--- config.mk ---
export PLATFORM = sky130hd
export DESIGN_NAME = gcd_engine
export DESIGN_NICKNAME = d
export VERILOG_FILES = /design/src/rtl/gcd_pkg.sv /design/src/rtl/gcd_mod_unit.sv /design/src/rtl/gcd_engine.sv
export SDC_FILE = /design/constraint.sdc
export NUM_CORES = 1
export LEC_CHECK = 0
export ABC_CLOCK_PERIOD_IN_PS = 4300
export BUFFER_PORTS_ARGS = -buffer_cell sky130_fd_sc_hd__clkbuf_2
export CELL_PAD_IN_SITES_DETAIL_PLACEMENT = 0
export CELL_PAD_IN_SITES_GLOBAL_PLACEMENT = 1
export CORE_AREA = 8 8 130 132
export CTS_BUF_LIST = sky130_fd_sc_hd__clkbuf_2 sky130_fd_sc_hd__clkbuf_4 sky130_fd_sc_hd__clkbuf_8
export CTS_CLUSTER_DIAMETER = 150
export DETAILED_ROUTE_END_ITERATION = 12
export DIE_AREA = 0 0 138 140
export PLACE_DENSITY = 0.8
export RECOVER_POWER = 25
export SETUP_SLACK_MARGIN = 0.3
export SYNTH_ARGS = -nofsm -noshare
export SYNTH_HDL_FRONTEND = slang
export SYNTH_HIERARCHICAL = 1
export SYNTH_SLANG_ARGS = --single-unit
--- constraint.sdc ---
create_clock -name clk -period 4.3 [get_ports clk]
set_input_delay 0.645 -clock clk [delete_from_list [all_inputs] [get_ports clk]]
set_output_delay 0.645 -clock clk [all_outputs]
set_load 0.005 [all_outputs]
--- src/rtl/gcd_pkg.sv ---
// gcd_pkg: shared definitions for the Euclid GCD engine.
//   state_t  - controller state encoding (IDLE, CHECK, MOD_WAIT, DONE)
//   ITER_W   - width of the optional modulo-step counter
//   ITER_MAX - saturation value of that counter
package gcd_pkg;

    typedef enum logic [1:0] {
        IDLE     = 2'd0,
        CHECK    = 2'd1,
        MOD_WAIT = 2'd2,
        DONE     = 2'd3
    } state_t;

    localparam int          ITER_W   = 8;
    localparam logic [7:0]  ITER_MAX = 8'd255;

endpackage

--- src/rtl/gcd_mod_unit.sv ---
// gcd_mod_unit: restoring shift-subtract modulo unit, one quotient bit per cycle.
//   clk          in   clock, rising edge
//   rst_i        in   synchronous active-high reset, aborts a running division
//   mod_start_i  in   one-cycle start pulse; dividend/divisor captured with it
//   dividend_i   in   WIDTH-bit unsigned dividend
//   divisor_i    in   WIDTH-bit unsigned divisor, never 0 when started
//   rem_o        out  remainder, valid while mod_done_o is high
//   mod_done_o   out  high in the WIDTH-th cycle after the start cycle
module gcd_mod_unit #(
    parameter int WIDTH = 16
) (
    input  logic             clk,
    input  logic             rst_i,
    input  logic             mod_start_i,
    input  logic [WIDTH-1:0] dividend_i,
    input  logic [WIDTH-1:0] divisor_i,
    output logic [WIDTH-1:0] rem_o,
    output logic             mod_done_o
);

    localparam int CNT_W = $clog2(WIDTH + 1);

    logic [WIDTH-1:0] rem_q, rem_d;
    logic [WIDTH-1:0] shift_q, shift_d;
    logic [WIDTH-1:0] divisor_q, divisor_d;
    logic [CNT_W-1:0] cnt_q, cnt_d;
    logic             done_q, done_d;

    // One restoring step: shift the next dividend bit into the partial
    // remainder and subtract the divisor if it fits. The result is always
    // below the divisor, so it fits back into WIDTH bits.
    function automatic logic [WIDTH-1:0] mod_step(
        input logic [WIDTH-1:0] rem,
        input logic             bit_in,
        input logic [WIDTH-1:0] dvs
    );
        logic [WIDTH:0] trial;
        trial = {rem, bit_in};
        if (trial >= {1'b0, dvs}) begin
            trial = trial - {1'b0, dvs};
        end
        return trial[WIDTH-1:0];
    endfunction

    // The first step is taken on the start edge itself, so the last of the
    // WIDTH steps lands on the edge that opens the done cycle and rem_o is
    // already final while mod_done_o is high.
    always_comb begin
        rem_d     = rem_q;
        shift_d   = shift_q;
        divisor_d = divisor_q;
        cnt_d     = cnt_q;
        done_d    = 1'b0;
        if (mod_start_i) begin
            rem_d     = mod_step('0, dividend_i[WIDTH-1], divisor_i);
            shift_d   = dividend_i << 1;
            divisor_d = divisor_i;
            cnt_d     = CNT_W'(WIDTH - 1);
        end else if (cnt_q != '0) begin
            rem_d   = mod_step(rem_q, shift_q[WIDTH-1], divisor_q);
            shift_d = shift_q << 1;
            cnt_d   = cnt_q - CNT_W'(1);
            done_d  = (cnt_q == CNT_W'(1));
        end
    end

    always_ff @(posedge clk) begin
        if (rst_i) begin
            rem_q     <= '0;
            shift_q   <= '0;
            divisor_q <= '0;
            cnt_q     <= '0;
            done_q    <= 1'b0;
        end else begin
            rem_q     <= rem_d;
            shift_q   <= shift_d;
            divisor_q <= divisor_d;
            cnt_q     <= cnt_d;
            done_q    <= done_d;
        end
    end

    assign rem_o      = rem_q;
    assign mod_done_o = done_q;

endmodule

--- src/rtl/gcd_engine.sv ---
// gcd_engine: self-sequenced Euclid GCD unit built on gcd_mod_unit.
//   clk         in   clock, rising edge
//   rst_i       in   synchronous active-high reset, aborts a computation
//   start_i     in   request, sampled only while ready_o is high
//   Zahl1_i     in   operand a (unsigned, WIDTH bits)
//   Zahl2_i     in   operand b (unsigned, WIDTH bits)
//   ready_o     out  high in IDLE only
//   valid_o     out  one-cycle result pulse
//   ergebnis_o  out  GCD, held until the next completion
//   err_o       out  high with valid_o when both operands were 0
//   iter_o      out  modulo steps used (only with GCD_ITER_COUNT_EN)
// Optional feature macro: GCD_ITER_COUNT_EN adds the saturating step counter.
//
// Handshake: a request is accepted on a rising edge where start_i and
// ready_o are both high; start_i in any other cycle is dropped, nothing is
// queued. The result appears for exactly one cycle with valid_o, no
// back-pressure.
module gcd_engine
    import gcd_pkg::*;
#(
    parameter int WIDTH = 16
) (
    input  logic             clk,
    input  logic             rst_i,
    input  logic             start_i,
    input  logic [WIDTH-1:0] Zahl1_i,
    input  logic [WIDTH-1:0] Zahl2_i,
    output logic             ready_o,
    output logic             valid_o,
    output logic [WIDTH-1:0] ergebnis_o,
    output logic             err_o
`ifdef GCD_ITER_COUNT_EN
    ,
    output logic [ITER_W-1:0] iter_o
`endif
);

    state_t           state_q, state_d;
    logic [WIDTH-1:0] a_q, a_d;
    logic [WIDTH-1:0] b_q, b_d;
    logic [WIDTH-1:0] ergebnis_q, ergebnis_d;
    logic             err_q, err_d;
    logic             mod_start;
    logic [WIDTH-1:0] mod_rem;
    logic             mod_done;
`ifdef GCD_ITER_COUNT_EN
    logic [ITER_W-1:0] iter_cnt_q, iter_cnt_d;
    logic [ITER_W-1:0] iter_q, iter_d;
`endif

    gcd_mod_unit #(
        .WIDTH(WIDTH)
    ) u_mod (
        .clk        (clk),
        .rst_i      (rst_i),
        .mod_start_i(mod_start),
        .dividend_i (a_q),
        .divisor_i  (b_q),
        .rem_o      (mod_rem),
        .mod_done_o (mod_done)
    );

    // The result registers are loaded on the edge that enters DONE, so they
    // are already visible in the valid_o cycle. err_q defaults to 0 and is
    // therefore high only during DONE.
    always_comb begin
        state_d    = state_q;
        a_d        = a_q;
        b_d        = b_q;
        ergebnis_d = ergebnis_q;
        err_d      = 1'b0;
        mod_start  = 1'b0;
`ifdef GCD_ITER_COUNT_EN
        iter_cnt_d = iter_cnt_q;
        iter_d     = iter_q;
`endif
        unique case (state_q)
            IDLE: begin
                if (start_i) begin
                    a_d     = Zahl1_i;
                    b_d     = Zahl2_i;
`ifdef GCD_ITER_COUNT_EN
                    iter_cnt_d = '0;
`endif
                    state_d = CHECK;
                end
            end
            CHECK: begin
                // b==0 terminates; this also keeps a zero divisor away from
                // the modulo unit.
                if (b_q == '0) begin
                    ergebnis_d = a_q;
                    err_d      = (a_q == '0);
`ifdef GCD_ITER_COUNT_EN
                    iter_d     = iter_cnt_q;
`endif
                    state_d    = DONE;
                end else begin
                    mod_start = 1'b1;
                    state_d   = MOD_WAIT;
                end
            end
            MOD_WAIT: begin
                // a<b needs no swap: the first remainder is a itself.
                if (mod_done) begin
                    a_d = b_q;
                    b_d = mod_rem;
`ifdef GCD_ITER_COUNT_EN
                    if (iter_cnt_q != ITER_MAX) begin
                        iter_cnt_d = iter_cnt_q + ITER_W'(1);
                    end
`endif
                    state_d = CHECK;
                end
            end
            DONE: begin
                state_d = IDLE;
            end
            default: begin
                state_d = IDLE;
            end
        endcase
    end

    always_ff @(posedge clk) begin
        if (rst_i) begin
            state_q    <= IDLE;
            a_q        <= '0;
            b_q        <= '0;
            ergebnis_q <= '0;
            err_q      <= 1'b0;
`ifdef GCD_ITER_COUNT_EN
            iter_cnt_q <= '0;
            iter_q     <= '0;
`endif
        end else begin
            state_q    <= state_d;
            a_q        <= a_d;
            b_q        <= b_d;
            ergebnis_q <= ergebnis_d;
            err_q      <= err_d;
`ifdef GCD_ITER_COUNT_EN
            iter_cnt_q <= iter_cnt_d;
            iter_q     <= iter_d;
`endif
        end
    end

    assign ready_o    = (state_q == IDLE);
    assign valid_o    = (state_q == DONE);
    assign ergebnis_o = ergebnis_q;
    assign err_o      = err_q;
`ifdef GCD_ITER_COUNT_EN
    assign iter_o     = iter_q;
`endif

endmodule

Yosys cells after proc, flatten, opt, wreduce, memory -nomap -nowiden
Index checks and enable logic that the tools add are counted.
{"block": "classes", "n_mux": 20, "n_eq_ne": 6, "bitwise": 3, "order_cmp": 2, "n_addsub": 3, "n_reduce_logical": 12}
{"operator": "16-bit two-way mux", "count": 10}
{"operator": "16-bit one-hot mux with 2 select lines", "count": 2}
{"operator": "16-bit zero test", "count": 2}
{"operator": "17-bit by 16-bit greater-or-equal comparator with 1-bit output", "count": 1}
{"operator": "1-bit by 16-bit greater-or-equal comparator with 1-bit output", "count": 1}
{"operator": "1-bit by 16-bit subtractor with 16-bit output", "count": 1}
{"operator": "16-bit subtractor", "count": 1}
{"operator": "4-bit two-way mux", "count": 2}
{"operator": "2-bit one-hot mux with 4 select lines", "count": 1}
{"operator": "3-bit OR reduction", "count": 2}
{"operator": "5-bit by 1-bit equality test with 1-bit output, second input constant", "count": 1}
{"operator": "5-bit nonzero test", "count": 1}
{"operator": "5-bit by 1-bit subtractor with 5-bit output, second input constant", "count": 1}
{"operator": "2-bit equality test, second input constant", "count": 2}
{"operator": "2-bit two-way mux", "count": 2}
{"operator": "2-bit AND reduction", "count": 2}
{"operator": "2-bit nonzero test", "count": 2}
{"operator": "1-bit two-way mux", "count": 3}
{"operator": "1-bit inverter", "count": 3}
{"operator": "3-bit AND reduction", "count": 1}
{"operator": "2-bit by 1-bit equality test with 1-bit output, second input constant", "count": 1}
{"operator": "2-bit zero test", "count": 1}
{"operator": "2-bit by 1-bit != test with 1-bit output, second input constant", "count": 1}
{"operator": "2-bit != test, second input constant", "count": 1}
{"operator": "2-bit OR reduction", "count": 1}
{"block": "word_totals", "register_bits": 104}

Longest topological paths before layout
Gate-level depths: netlist of the first run.
{"block": "depth", "ltp_word": 4, "depth_mapped": 10}

Modules after synthesis
Netlist of the first run, hierarchy kept.
{"mod": "gcd_mod_unit", "area_each_um2": 3438.3, "cells_each": 448, "n_inst": 1}
{"mod": "gcd_engine", "area_each_um2": 2341.0, "cells_each": 238, "n_inst": 1}

Least setup slack after synthesis of the first run
No wires, ideal clock.
{"block": "synth_timing", "kind": "flip-flop to flip-flop", "start": "reg u_mod.shift_q[15]", "end": "reg u_mod.rem_q[12], in the netlist u_mod/rem_o[12]", "period_less_slack_ns": 2.125, "path_stages_with_launch": 11, "setup_slack_ns": 2.175, "arrival_time_ns": 2.051, "path_cell_list": "dfxtp_1 inv_1 ha_1 inv_1 fa_1 a211oi_1 o21ai_1 a311oi_1 or3b_2 o211ai_1 a31oi_1"}
{"block": "synth_between", "elab_chain_len": 4, "elab_cells_between_ends": 5, "cone_classes": "add/sub (1); order compare (1); mux (3)"}
{"element": "start, declared", "line": "gcd_mod_unit.sv:24", "text": "logic [WIDTH-1:0] shift_q, shift_d;"}
{"element": "start signal, assigned", "line": "gcd_mod_unit.sv:76", "text": "shift_q <= shift_d;"}
{"element": "16-bit subtractor / 17-bit by 16-bit greater-or-equal comparator with 1-bit output (equally long branches)", "line": "gcd_mod_unit.sv:40, gcd_mod_unit.sv:39"}
{"element": "16-bit two-way mux *", "line": "gcd_mod_unit.sv:39", "text": "if (trial >= {1'b0, dvs}) begin"}
{"element": "16-bit two-way mux *", "line": "gcd_mod_unit.sv:59", "text": "end else if (cnt_q != '0) begin"}
{"element": "16-bit two-way mux *", "line": "gcd_mod_unit.sv:54", "text": "if (mod_start_i) begin"}
{"element": "end signal, assigned", "line": "gcd_mod_unit.sv:75", "text": "rem_q <= rem_d;"}
{"element": "end, declared", "line": "gcd_mod_unit.sv:23", "text": "logic [WIDTH-1:0] rem_q, rem_d;"}
Mark *: on every way between the ends. The rest lies on a longest branch, timed or not. The select of a mux whose other input is x is not followed.
A chain may end at the register's enable or synchronous reset.

Worst setup path in the final report of the first run
{"block": "layout_timing", "start": "reg b_q[10]", "end": "reg u_mod.rem_q[15], in the netlist u_mod/rem_o[15]"}
{"block": "layout_between", "elab_chain_len": 4, "elab_cells_between_ends": 8, "cone_classes": "add/sub (1); order compare (1); mux (4); reduce/logical (2)"}
{"element": "start, declared", "line": "gcd_engine.sv:40", "text": "logic [WIDTH-1:0] b_q, b_d;"}
{"element": "start signal, assigned", "line": "gcd_engine.sv:129", "text": "b_q <= '0;"}
{"element": "start signal, assigned", "line": "gcd_engine.sv:139", "text": "b_q <= b_d;"}
{"element": "16-bit zero test *", "line": "gcd_engine.sv:91", "text": "if (b_q == '0) begin"}
{"element": "1-bit two-way mux *", "line": "gcd_engine.sv:91"}
{"element": "1-bit two-way mux *", "line": "gcd_engine.sv:77", "text": "unique case (state_q)"}
{"element": "net mod_start", "line": "gcd_engine.sv:43", "text": "logic mod_start;"}
{"element": "16-bit two-way mux / 2-bit nonzero test (equally long branches)"}
The timed path passes the listed nets; every way through them passes the cells marked *.

==> run_results.csv, run 1 <==
group,metric,value,unit
cells_and_area,antenna_cells,0,
sta,relSlewSlack,-0.4037,
clock_tree,clk_pin_slew,0.11,ns
sta,slew_viol_final,34,
routing,met1_length,7.426,mm
worst_setup_path,cp_max_fo,20,
power_and_ir_drop,p_total,3.693,mW
sta,fmax,329.2,MHz
synthesis,syn_area,5779,µm²
power_and_ir_drop,peakVddDrop,0.3990,mV
routing,met2_length,7.375,mm
routing,dr_wl_met3,636,µm
synthesis,syn_avg_cell_area,8.425,µm²
synthesis,synthAdderAreaFrac,0.04893,
outcome,run_status,"finished with violations",
synthesis,synth_top_family_by_area,"simple AND/OR/NAND/NOR gates",
worst_setup_path,cp.arrival,3.32,ns
floorplan,fp.coreArea,14860,µm²
floorplan,die_area,19320,µm²
grt,antenna_found_initial,0,
synthesis,ys_types,61,
place,dpl.hpwl,11.72,mm
clock_tree,cts.sinks,104,
routing,first_iter_violations,370,
synthesis,synth_compound_area_frac,0.1920,
routing,via_per_inst,5.541,
worst_setup_path,crit_path_start_kind,"flop",
clock_tree,cts_buffers,9,
synthesis,muxShareOfSynthArea,0.1180,
place,dpl_cell_area,6131,µm²
grt,gr-total-overflow,0,
cells_and_area,postLayoutCoreUtil,0.4248,
clock_tree,clock_path_buffers,2,
worst_setup_path,cp-endpoint,"u_mod/rem_o[15]",
synthesis,async_flop_share,0,
cells_and_area,area_delta_synth_final,9.266,%
worst_setup_path,crit_required,4.58,ns
floorplan,initial_core_util,0.3888,
worst_setup_path,r2r-start,"b_q[10]",
grt,grt_max_degree,49,
worst_setup_path,rrSetupSlack,1.26,ns
min_path,hold_path.class,"reg -> reg",
place,dp.cells,890,
clock_tree,ctsHoldBuffers,0,
grt,grt_pass1_wl,25.31,mm
grt,grt_pass1_vias,4732,
clock_tree,cts-htree-levels,3,
synthesis,netlist_instances,686,
synthesis,yosysMostFrequentCell,"dfxtp_1",
routing,wl_per_cell,17.40,µm
worst_setup_path,path_class,"reg -> reg",
floorplan,fp.dieH,140,µm
cells_and_area,fin_area,6315,µm²
sta,tns,0,ns
routing,top_layer,"met4",
routing,ant_nets,0,
synthesis,synth_ff_type,"dfxtp_1",
clock_tree,ctsResizeCount,0,
power_and_ir_drop,power.density,584.8,nW/µm²
synthesis,synthesis.nets,743,
floorplan,num_rows,45,
routing,vias,5015,
routing,drt_wl_total,15.75,mm
synthesis,yosysTopAreaCellShare,0.3603,
place,routabilityCongestion,0.8773,
place,port_buffers,53,
synthesis,yosysWarnings,6,
synthesis,synthSimpleGateAreaFrac,0.2102,
cells_and_area,nFillCells,1565,
synthesis,ys_ff_latch,104,
worst_setup_path,r2r-end,"u_mod/rem_o[15]",
clock_tree,postCtsSetupBuffers,0,
job,maxCapViolCount,1,
cells_and_area,final_nets,770,
cells_and_area,layout.cells.non_filler,905,
clock_tree,cts_tree,"built",
synthesis,synth_edf_count,0,
sta,setup_violations,0,
synthesis,ys_seq_area_frac,0.3603,
clock_tree,clk_latency,0.39,ns
sta,finalClockSkew,0.01311,ns
worst_setup_path,cp-startpoint,"b_q[10]",
synthesis,synth_xor_area_frac,0.01515,
routing,post-route-drc-count,0,
sta,finalHoldViolCount,0,
cells_and_area,multi_input_area,3401,µm²
sta,period_minus_slack,3.037,ns
sta,worstMarginPinSlew,2.096,ns
sta,period_share,0.7064,
routing,first_pass_iters,6,
cells_and_area,drive_gt1_frac,0.1102,
grt,grt.total_usage,0.1597,
floorplan,io_pins,54,
worst_setup_path,worst_r2r_path_depth,8,
outcome,violations,"capacitance limit, slew limit",
synthesis,yosysTopAreaCell,"dfxtp_1",
floorplan,die_x,138,µm
sta,rsz0062_at_grt,"no",
clock_tree,cts_root_buffer,"clkbuf_8",
synthesis,yosys-top-cells-count,"104 x dfxtp_1, 91 x nor2_1, 67 x mux2i_1",
power_and_ir_drop,power_leakage,2.272,nW
cells_and_area,seq_area,2082,µm²
worst_setup_path,worst_setup_path_end_kind,"flop",
synthesis,synth_area_leaders,"dfxtp_1 36%, mux2i_1 12%, nor2_1 5.9%, a211oi_1 4.8%, ha_1 4.5%",
logic make-up after synthesis:
| kind of cell | Yosys count |
|---|---|
| multiplexers | 68 |
| XOR/XNOR | 10 |
| buffers and inverters | 69 |
| flip-flops | 104 |
| AND/OR/NAND/NOR | 244 |
| AO/OA/AOI/OAI | 169 |
| adder cells (fa/ha/maj) | 22 |
layout make-up:
type / count / share of cell area
clock buffer: 10 / 0.02080
timing repair buffer: 59 / 0.04518
tap: 188 / 0.03725
sequential: 104 / 0.3297
inverter: 26 / 0.01545
clock inverter: 5 / 0.01308
multi-input combinational: 513 / 0.5385
stage by stage:
stage / hold slack [ns] / setup WS, ns
CTS: 0.4874 / 1.426
global placement: 0.4580 / 1.568
global route: 0.5025 / 1.042
floorplan: 0.4604 / 2.175
detailed placement: 0.4676 / 1.455
finish: 0.4821 / 1.263
cell usage in the layout, fill, tap and decap left out, types with 3 or more instances in the layout:
master / n
a211o_1: 3
a211oi_1: 37
a21oi_1: 49
a21oi_2: 3
a311oi_1: 3
a31oi_1: 13
and3_1: 5
and4_1: 3
buf_4: 5
clkbuf_1: 18
clkbuf_2: 35
clkbuf_8: 9
dfxtp_1: 104
ha_1: 21
inv_1: 26
mux2i_1: 67
nand2_1: 45
nand2b_1: 30
nand3_1: 15
nand4_1: 3
nor2_1: 89
nor3_1: 4
nor4_1: 9
o211ai_1: 6
o21a_1: 3
o21ai_0: 25
o21ai_1: 7
o21ba_2: 3
o21bai_1: 4
or2b_1: 9
or3_1: 7
or3b_2: 3
xnor2_1: 5
xor2_1: 5
worst max-delay path, stage by stage, from the launching register on:
cell and delay (ns):
dfxtp_1 0.47, nor4_1 0.07, and4_1 0.23, nor2_4 0.51
clkbuf_1 0.93, nor2_1 0.28, o211a_1 0.21, a31oi_1 0.15
o21ai_1 0.08
sequential cells by signal (all words and copies together), names as in the netlist:
name,cells
a_q,16
b_q,16
ergebnis_o,16
err_o,1
state_q,2
u_mod/cnt_q,5
u_mod/divisor_q,16
u_mod/mod_done_o,1
u_mod/rem_o,16
u_mod/shift_q,15
worst min path at each step:
stage | slack, ns | startpoint | to | cells past startpoint
after global placement | 0.46 | ergebnis_o[3] | ergebnis_o[3] | 2
final | 0.48 | ergebnis_o[4] | ergebnis_o[4] | 2
after floorplan | 0.46 | u_mod/divisor_q[10] | u_mod/divisor_q[10] | 2
after CTS | 0.49 | ergebnis_o[4] | ergebnis_o[4] | 2
after detailed placement | 0.47 | ergebnis_o[11] | ergebnis_o[11] | 2
after global routing | 0.50 | ergebnis_o[9] | ergebnis_o[9] | 2
report_power, final:
| part | internal, mW | leakage, nW | switching [mW] | total, mW |
|---|---|---|---|---|
| clock network | 0.333 | 0.110 | 0.350 | 0.682 |
| logic | 0.672 | 1.31 | 1.10 | 1.77 |
| registers | 1.09 | 0.851 | 0.149 | 1.24 |
| total | 2.10 | 2.27 | 1.60 | 3.69 |
routing by layer:
layer	vias up	global-route usage
met5	-	0
met4	0	0.06465
met3	20	0.02806
met2	129	0.2570
met1	2361	0.2073
li1	2505	-
Power figures use the tool's default switching activity.
==> run 2: changes to the inputs <==
--- a/config.mk
+++ b/config.mk
@@ -5,16 +5,17 @@
 export SDC_FILE = /design/constraint.sdc
 export NUM_CORES = 1
 export LEC_CHECK = 0
-export ABC_CLOCK_PERIOD_IN_PS = 4300
+export ABC_AREA = 1
+export ABC_CLOCK_PERIOD_IN_PS = 3050
 export BUFFER_PORTS_ARGS = -buffer_cell sky130_fd_sc_hd__clkbuf_2
 export CELL_PAD_IN_SITES_DETAIL_PLACEMENT = 0
 export CELL_PAD_IN_SITES_GLOBAL_PLACEMENT = 1
-export CORE_AREA = 8 8 130 132
+export CORE_AREA = 8 8 132 134
 export CTS_BUF_LIST = sky130_fd_sc_hd__clkbuf_2 sky130_fd_sc_hd__clkbuf_4 sky130_fd_sc_hd__clkbuf_8
 export CTS_CLUSTER_DIAMETER = 150
 export DETAILED_ROUTE_END_ITERATION = 12
-export DIE_AREA = 0 0 138 140
-export PLACE_DENSITY = 0.8
+export DIE_AREA = 0 0 140 142
+export PLACE_DENSITY = 0.84
 export RECOVER_POWER = 25
 export SETUP_SLACK_MARGIN = 0.3
 export SYNTH_ARGS = -nofsm -noshare
==> constraint.sdc (replaced) <==
create_clock -name clk -period 3.05 [get_ports clk]
set_input_delay 0.4575 -clock clk [delete_from_list [all_inputs] [get_ports clk]]
set_output_delay 0.4575 -clock clk [all_outputs]
set_load 0.005 [all_outputs]
==> run 2 against run 1 <==
The flow now finishes without violations. Sequential power is 52% higher. Sequential share of layout area is 0.90 points lower. Final cell count is 26% higher. Maximum frequency is 22% higher. Highest routed layer unchanged.
==> run_results.csv, run 2 <==
group,metric,value,unit
worst_setup_path,worst_setup_path_end_kind,"flop",
clock_tree,ctsResizeCount,0,
power_and_ir_drop,switching_share,0.4910,
synthesis,synthesis.nets,966,
worst_setup_path,path_cells,"inv_2 > nor2_4 > a21boi_2 > nor2_1 > a31oi_1 > a21oi_1",
place,routabilityCongestion,0.8884,
sta,final.setup.worst_slack,0.5633,ns
cells_and_area,layout_common_cells,"248 x nand2_1, 136 x inv_1, 104 x dfxtp_1, 78 x a21oi_1, 69 x o21ai_0",
cells_and_area,final_nets,998,
cells_and_area,area_delta_synth_final,8.716,%
worst_setup_path,path_class,"reg -> reg",
clock_tree,cts_tree,"built",
grt,grt_pass1_wl,27.87,mm
routing,ant_nets,0,
job,maxCapViolCount,0,
synthesis,yosysTopAreaCellShare,0.3486,
sta,relSlewSlack,0.3174,
floorplan,fp.coreArea,15420,µm²
floorplan,io_pins,54,
sta,rsz0062_at_grt,"no",
synthesis,synth_edf_count,0,
sta,finalClockSkew,0.01027,ns
clock_tree,postCtsSetupBuffers,0,
sta,slew_viol_final,0,
place,port_buffers,53,
worst_setup_path,cp_max_fo,18,
place,dpl.hpwl,13.14,mm
synthesis,netlist_instances,909,
clock_tree,cts-htree-levels,3,
routing,drt_wl_total,17.45,mm
floorplan,die_x,140,µm
power_and_ir_drop,seqPwrFrac,0.299,
routing,first_iter_violations,570,
synthesis,yosysMostFrequentCell,"nand2_1",
grt,antenna_found_initial,0,
worst_setup_path,cpLargestDelayFamily,"compound AO/OA/AOI/OAI gates",
synthesis,yosysWarnings,6,
sta,period_minus_slack,2.487,ns
clock_tree,clk_pin_slew,0.10,ns
cells_and_area,mostFrequentLayoutCell,"nand2_1",
sta,fmax,402.1,MHz
sta,period_share,0.8153,
routing,wl_per_cell,15.33,µm
place,place_ws,0.6034,ns
routing,post-route-drc-count,0,
clock_tree,cts.sinks,104,
cells_and_area,layout.cells.non_filler,1138,
clock_tree,ctsHoldBuffers,0,
synthesis,ys_seq_area_frac,0.3486,
power_and_ir_drop,peakVddDrop,0.3430,mV
worst_setup_path,cpPeakStageDelay,0.61,ns
floorplan,fp.dieH,142,µm
power_and_ir_drop,p_int,3.230,mW
cells_and_area,postLayoutCoreUtil,0.4209,
synthesis,synth_area_leaders,"dfxtp_1 35%, nand2_1 16%, inv_1 8.5%, a21oi_1 6.5%, o21ai_0 5.8%",
synthesis,syn_avg_cell_area,6.570,µm²
grt,gr-total-overflow,0,
power_and_ir_drop,power_leakage,3.014,nW
synthesis,synth_ff_type,"dfxtp_1",
clock_tree,clk_latency,0.38,ns
min_path,hold_path.class,"in -> reg",
worst_setup_path,crit_required,3.28,ns
cells_and_area,drive_gt1_frac,0.08245,
power_and_ir_drop,p_comb_frac,0.560,
synthesis,ys_ff_latch,104,
synthesis,yosys-top-cells-count,"247 x nand2_1, 136 x inv_1, 104 x dfxtp_1",
routing,via_per_inst,5.079,
clock_tree,cts_root_buffer,"clkbuf_8",
clock_tree,cts_buffers,9,
power_and_ir_drop,power.density,977.3,nW/µm²
worst_setup_path,critPathBufInv,1,
synthesis,ys_types,40,
synthesis,syn_area,5972,µm²
routing,first_pass_iters,5,
power_and_ir_drop,clkPwrFrac,0.141,
outcome,run_status,"complete, no violations",
sta,finalHoldViolCount,0,
floorplan,initial_core_util,0.3872,
place,dp.cells,1122,
sta,worstMarginPinSlew,1.021,ns
sta,tns,0,ns
synthesis,yosysTopAreaCell,"dfxtp_1",
grt,grt_pass1_vias,5404,
grt,grt_max_degree,36,
grt,grt.total_usage,0.1746,
power_and_ir_drop,p_sw,3.116,mW
worst_setup_path,crit_path_start_kind,"flop",
worst_setup_path,cp.arrival,2.72,ns
worst_setup_path,crit_path_top_delay_cell,"a31oi_1",
clock_tree,clock_path_buffers,2,
floorplan,num_rows,46,
cells_and_area,nFillCells,1683,
routing,vias,5780,
cells_and_area,antenna_cells,0,
sta,setup_violations,0,
floorplan,die_area,19880,µm²
synthesis,async_flop_share,0,
## run 2: worst paths after layout
| kind | from | endpoint | slack, ns | depth (start not counted) |
|---|---|---|---|---|
| max | state_q[0] | u_mod/rem_o[6] | 0.56 | 6 |
| min | start_i | state_q[0] | 0.43 | 5 |
| max reg2reg | state_q[0] | u_mod/rem_o[6] | 0.56 | 6 |
| min reg2reg | u_mod/shift_q[1] | u_mod/shift_q[1] | 0.47 | 2 |
## run 2: logic make-up (layout without fill, tap and decap cells)
group,after synthesis,in the layout,synth area share
AOI/OAI and AO/OA,180,180,0.1576
xor gates and xnor gates,9,9,0.01320
adders and majority gates,22,22,0.04735
buffers and inverters,182,219,0.1255
DFF,104,104,0.3486
and+or+nand+nor,412,412,0.3078
## run 2: routing by layer
layer,up-vias,GRT usage,share of wire
met5,-,0,0
met4,0,0.04914,0.019
met3,29,0.02617,0.045
met2,158,0.2738,0.44
met1,2615,0.2435,0.50
li1,2978,-,-
## run 2: cell type report
class | instances | area, µm² | share of cell area
clock inverters | 7 | 77.57 | 0.01195
clock buffers | 9 | 123.9 | 0.01908
well taps | 192 | 240.2 | 0.03700
repair buffers | 62 | 310.3 | 0.04779
flip-flops and latches | 104 | 2082 | 0.3207
inverters | 141 | 529.3 | 0.08152
multi-input cells | 623 | 3129 | 0.4820
## run 2: per-stage QoR
| stage | hold WS (ns) | total power [mW] | cell area (µm²) |
|---|---|---|---|
| floorplan | 0.4333 | 4.628 | 5972 |
| global placement | 0.4492 | 5.423 | 6329 |
| detailed placement | 0.4560 | 5.440 | 6329 |
| CTS | 0.4217 | 6.332 | 6530 |
| global route | 0.4352 | 6.922 | 6492 |
| finish | 0.4259 | 6.345 | 6492 |
## run 2: tightest hold or removal path, cell delays in order
cell and delay [ns]:
clkbuf_2 0.08, inv_1 0.04, nand2_1 0.07, o211ai_1 0.08
a21oi_1 0.04
## run 2: power by group through the flow
stage	Sequential, mW	Clock, mW	Combinational, mW
global route	1.94	0.964	4.02
detailed placement	1.92	0	3.52
finish	1.89	0.895	3.56
CTS	1.89	0.908	3.53
floorplan	1.85	0	2.78
global placement	1.92	0	3.51
==> run 3: changes to the inputs <==
--- a/config.mk
+++ b/config.mk
@@ -6,7 +6,7 @@
 export NUM_CORES = 1
 export LEC_CHECK = 0
 export ABC_AREA = 1
-export ABC_CLOCK_PERIOD_IN_PS = 3050
+export ABC_CLOCK_PERIOD_IN_PS = 2550
 export BUFFER_PORTS_ARGS = -buffer_cell sky130_fd_sc_hd__clkbuf_2
 export CELL_PAD_IN_SITES_DETAIL_PLACEMENT = 0
 export CELL_PAD_IN_SITES_GLOBAL_PLACEMENT = 1
==> constraint.sdc (replaced) <==
create_clock -name clk -period 2.55 [get_ports clk]
set_input_delay 0.3825 -clock clk [delete_from_list [all_inputs] [get_ports clk]]
set_output_delay 0.3825 -clock clk [all_outputs]
set_load 0.005 [all_outputs]
==> run 3 against run 2 <==
Via count decreased by 0.48%. Maximum frequency increased by 19%. Global-route usage is essentially flat. Sequential power is 21% higher. Count of clock-buffer cells in the layout increased by 3. Sequential cell count did not move. Non-clock buffer count grew 8. Design area rose by 1.6%. Register-to-register slack got worse by 0.10 ns. Final cell count increased by 0.62%. Worst hold slack got worse by 0.11 ns.
==> run_results.csv, run 3 (synthesized netlist as in run 2, its figures left out) <==
group,metric,value,unit
clock_tree,cts_tree,"built",
floorplan,num_rows,46,
routing,wl_per_cell,14.95,µm
cells_and_area,layout_common_cells,"247 x nand2_1, 136 x inv_1, 104 x dfxtp_1, 77 x a21oi_1, 69 x o21ai_0",
sta,fmax,478.6,MHz
sta,setup_violations,0,
grt,gr-total-overflow,0,
worst_setup_path,critPathBufInv,2,
place,dpl_cell_area,6399,µm²
routing,first_pass_iters,5,
routing,drt_wl_total,17.12,mm
sta,rsz0062_at_grt,"yes",
worst_setup_path,crit_required,2.81,ns
sta,slew_viol_final,0,
clock_tree,clk_pin_slew,0.10,ns
sta,worstMarginPinSlew,0.7005,ns
cells_and_area,mostFrequentLayoutCell,"nand2_1",
routing,vias,5752,
worst_setup_path,path_cells,"inv_1 > ha_1 > inv_1 > fa_1 > nand3_1 > nand3_1 > a21oi_1 > xor2_1 > nand2_1 > nand3_1 > a21oi_1",
sta,finalHoldViolCount,0,
floorplan,fp.dieH,142,µm
clock_tree,clock_path_buffers,2,
power_and_ir_drop,power.density,1157,nW/µm²
clock_tree,cts-htree-levels,3,
sta,period_minus_slack,2.089,ns
worst_setup_path,crit_path_frequent_cell,"nand3_1",
cells_and_area,layout.cells.non_filler,1145,
routing,via_per_inst,5.024,
worst_setup_path,worst_setup_path_end_kind,"flop",
worst_setup_path,crit_path_start_kind,"flop",
worst_setup_path,cp.arrival,2.35,ns
place,dpl.hpwl,12.93,mm
place,port_buffers,53,
floorplan,io_pins,54,
grt,grt_max_degree,43,
clock_tree,clk_latency,0.39,ns
place,dp.cells,1128,
grt,grt_pass1_wl,27.93,mm
place,routabilityCongestion,0.8494,
floorplan,die_x,140,µm
grt,antenna_found_initial,0,
power_and_ir_drop,peakVddDrop,0.4374,mV
grt,grt.total_usage,0.1743,
cells_and_area,antenna_cells,0,
cells_and_area,final_nets,1006,
min_path,hold_path.class,"in -> reg",
sta,relSlewSlack,0.5317,
grt,grt_pass1_vias,5382,
sta,period_share,0.8193,
cells_and_area,area_delta_synth_final,10.48,%
outcome,run_status,"complete, no violations",
power_and_ir_drop,p_total,7.636,mW
worst_setup_path,cp_max_fo,4,
cells_and_area,drive_gt1_frac,0.09234,
cells_and_area,fin_area,6598,µm²
clock_tree,cts_root_buffer,"clkbuf_8",
routing,ant_nets,0,
routing,post-route-drc-count,0,
sta,tns,0,ns
floorplan,die_area,19880,µm²
worst_setup_path,cpPeakStageDelay,0.46,ns
routing,first_iter_violations,539,
clock_tree,cts_buffers,9,
job,maxCapViolCount,0,
worst_setup_path,crit_path_top_delay_cell,"fa_1",
floorplan,initial_core_util,0.3872,
sta,finalClockSkew,0.01041,ns
clock_tree,cts.sinks,104,
worst_setup_path,cpLargestDelayFamily,"adder cells",
worst_setup_path,path_class,"reg -> reg",
floorplan,fp.coreArea,15420,µm²
power_and_ir_drop,power_leakage,3.070,nW
run 3: routing by layer:
layer  GRT usage  vias to the layer above  part of all wire
met1      0.2418                     2591              0.49
met2      0.2646                      148              0.44
met5           0                        -                 0
met4     0.06171                        0             0.021
li1            -                     2989                 -
met3     0.03254                       24             0.050
run 3: final timing paths:
path / startpoint / slack [ns] / to / depth (start not counted)
worst min-delay path: Zahl2_i[12] / 0.31 / b_q[12] / 5
worst max register to register: u_mod/shift_q[15] / 0.46 / u_mod/rem_o[8] / 11
worst min register to register: u_mod/divisor_q[15] / 0.47 / u_mod/divisor_q[15] / 2
worst max-delay path: u_mod/shift_q[15] / 0.46 / u_mod/rem_o[8] / 11
run 3: power breakdown:
part | internal, mW | switching, mW
Sequential | 1.98 | 0.292
Combinational | 1.49 | 2.81
Clock | 0.497 | 0.570
Total | 3.97 | 3.67
run 3: worst min-delay path, cell delays in order:
cell and delay [ns]:
clkbuf_2 0.07, nand2_1 0.04, nand2_1 0.05, o21ai_1 0.05
nor2_1 0.07
run 3: timing repair:
action                     CTS  global route
hold buffers                 0             0
resized for setup            0             4
buffers inserted             0             2
setup endpoints to repair    0            16
run 3: cell type report:
| cell class | count | area (µm²) |
|---|---|---|
| fillers | 1664 | 8827 |
| multi-input cells | 623 | 3146 |
| flip-flops and latches | 104 | 2082 |
| inverters | 141 | 529.3 |
| repair buffers | 70 | 405.4 |
| well taps | 192 | 240.2 |
| clock buffers | 12 | 152.6 |
| clock inverters | 3 | 42.54 |
run 3: metrics by stage:
stage | utilization | hold slack (ns) | setup slack (ns)
final | 0.4277 | 0.3147 | 0.4607
after global routing | 0.4277 | 0.3630 | 0.2761
after CTS | 0.4275 | 0.3048 | 0.4106
after detailed placement | 0.4148 | 0.4544 | 0.4339
after global placement | 0.4148 | 0.4477 | 0.4232
after floorplan | - | 0.4333 | 0.4504
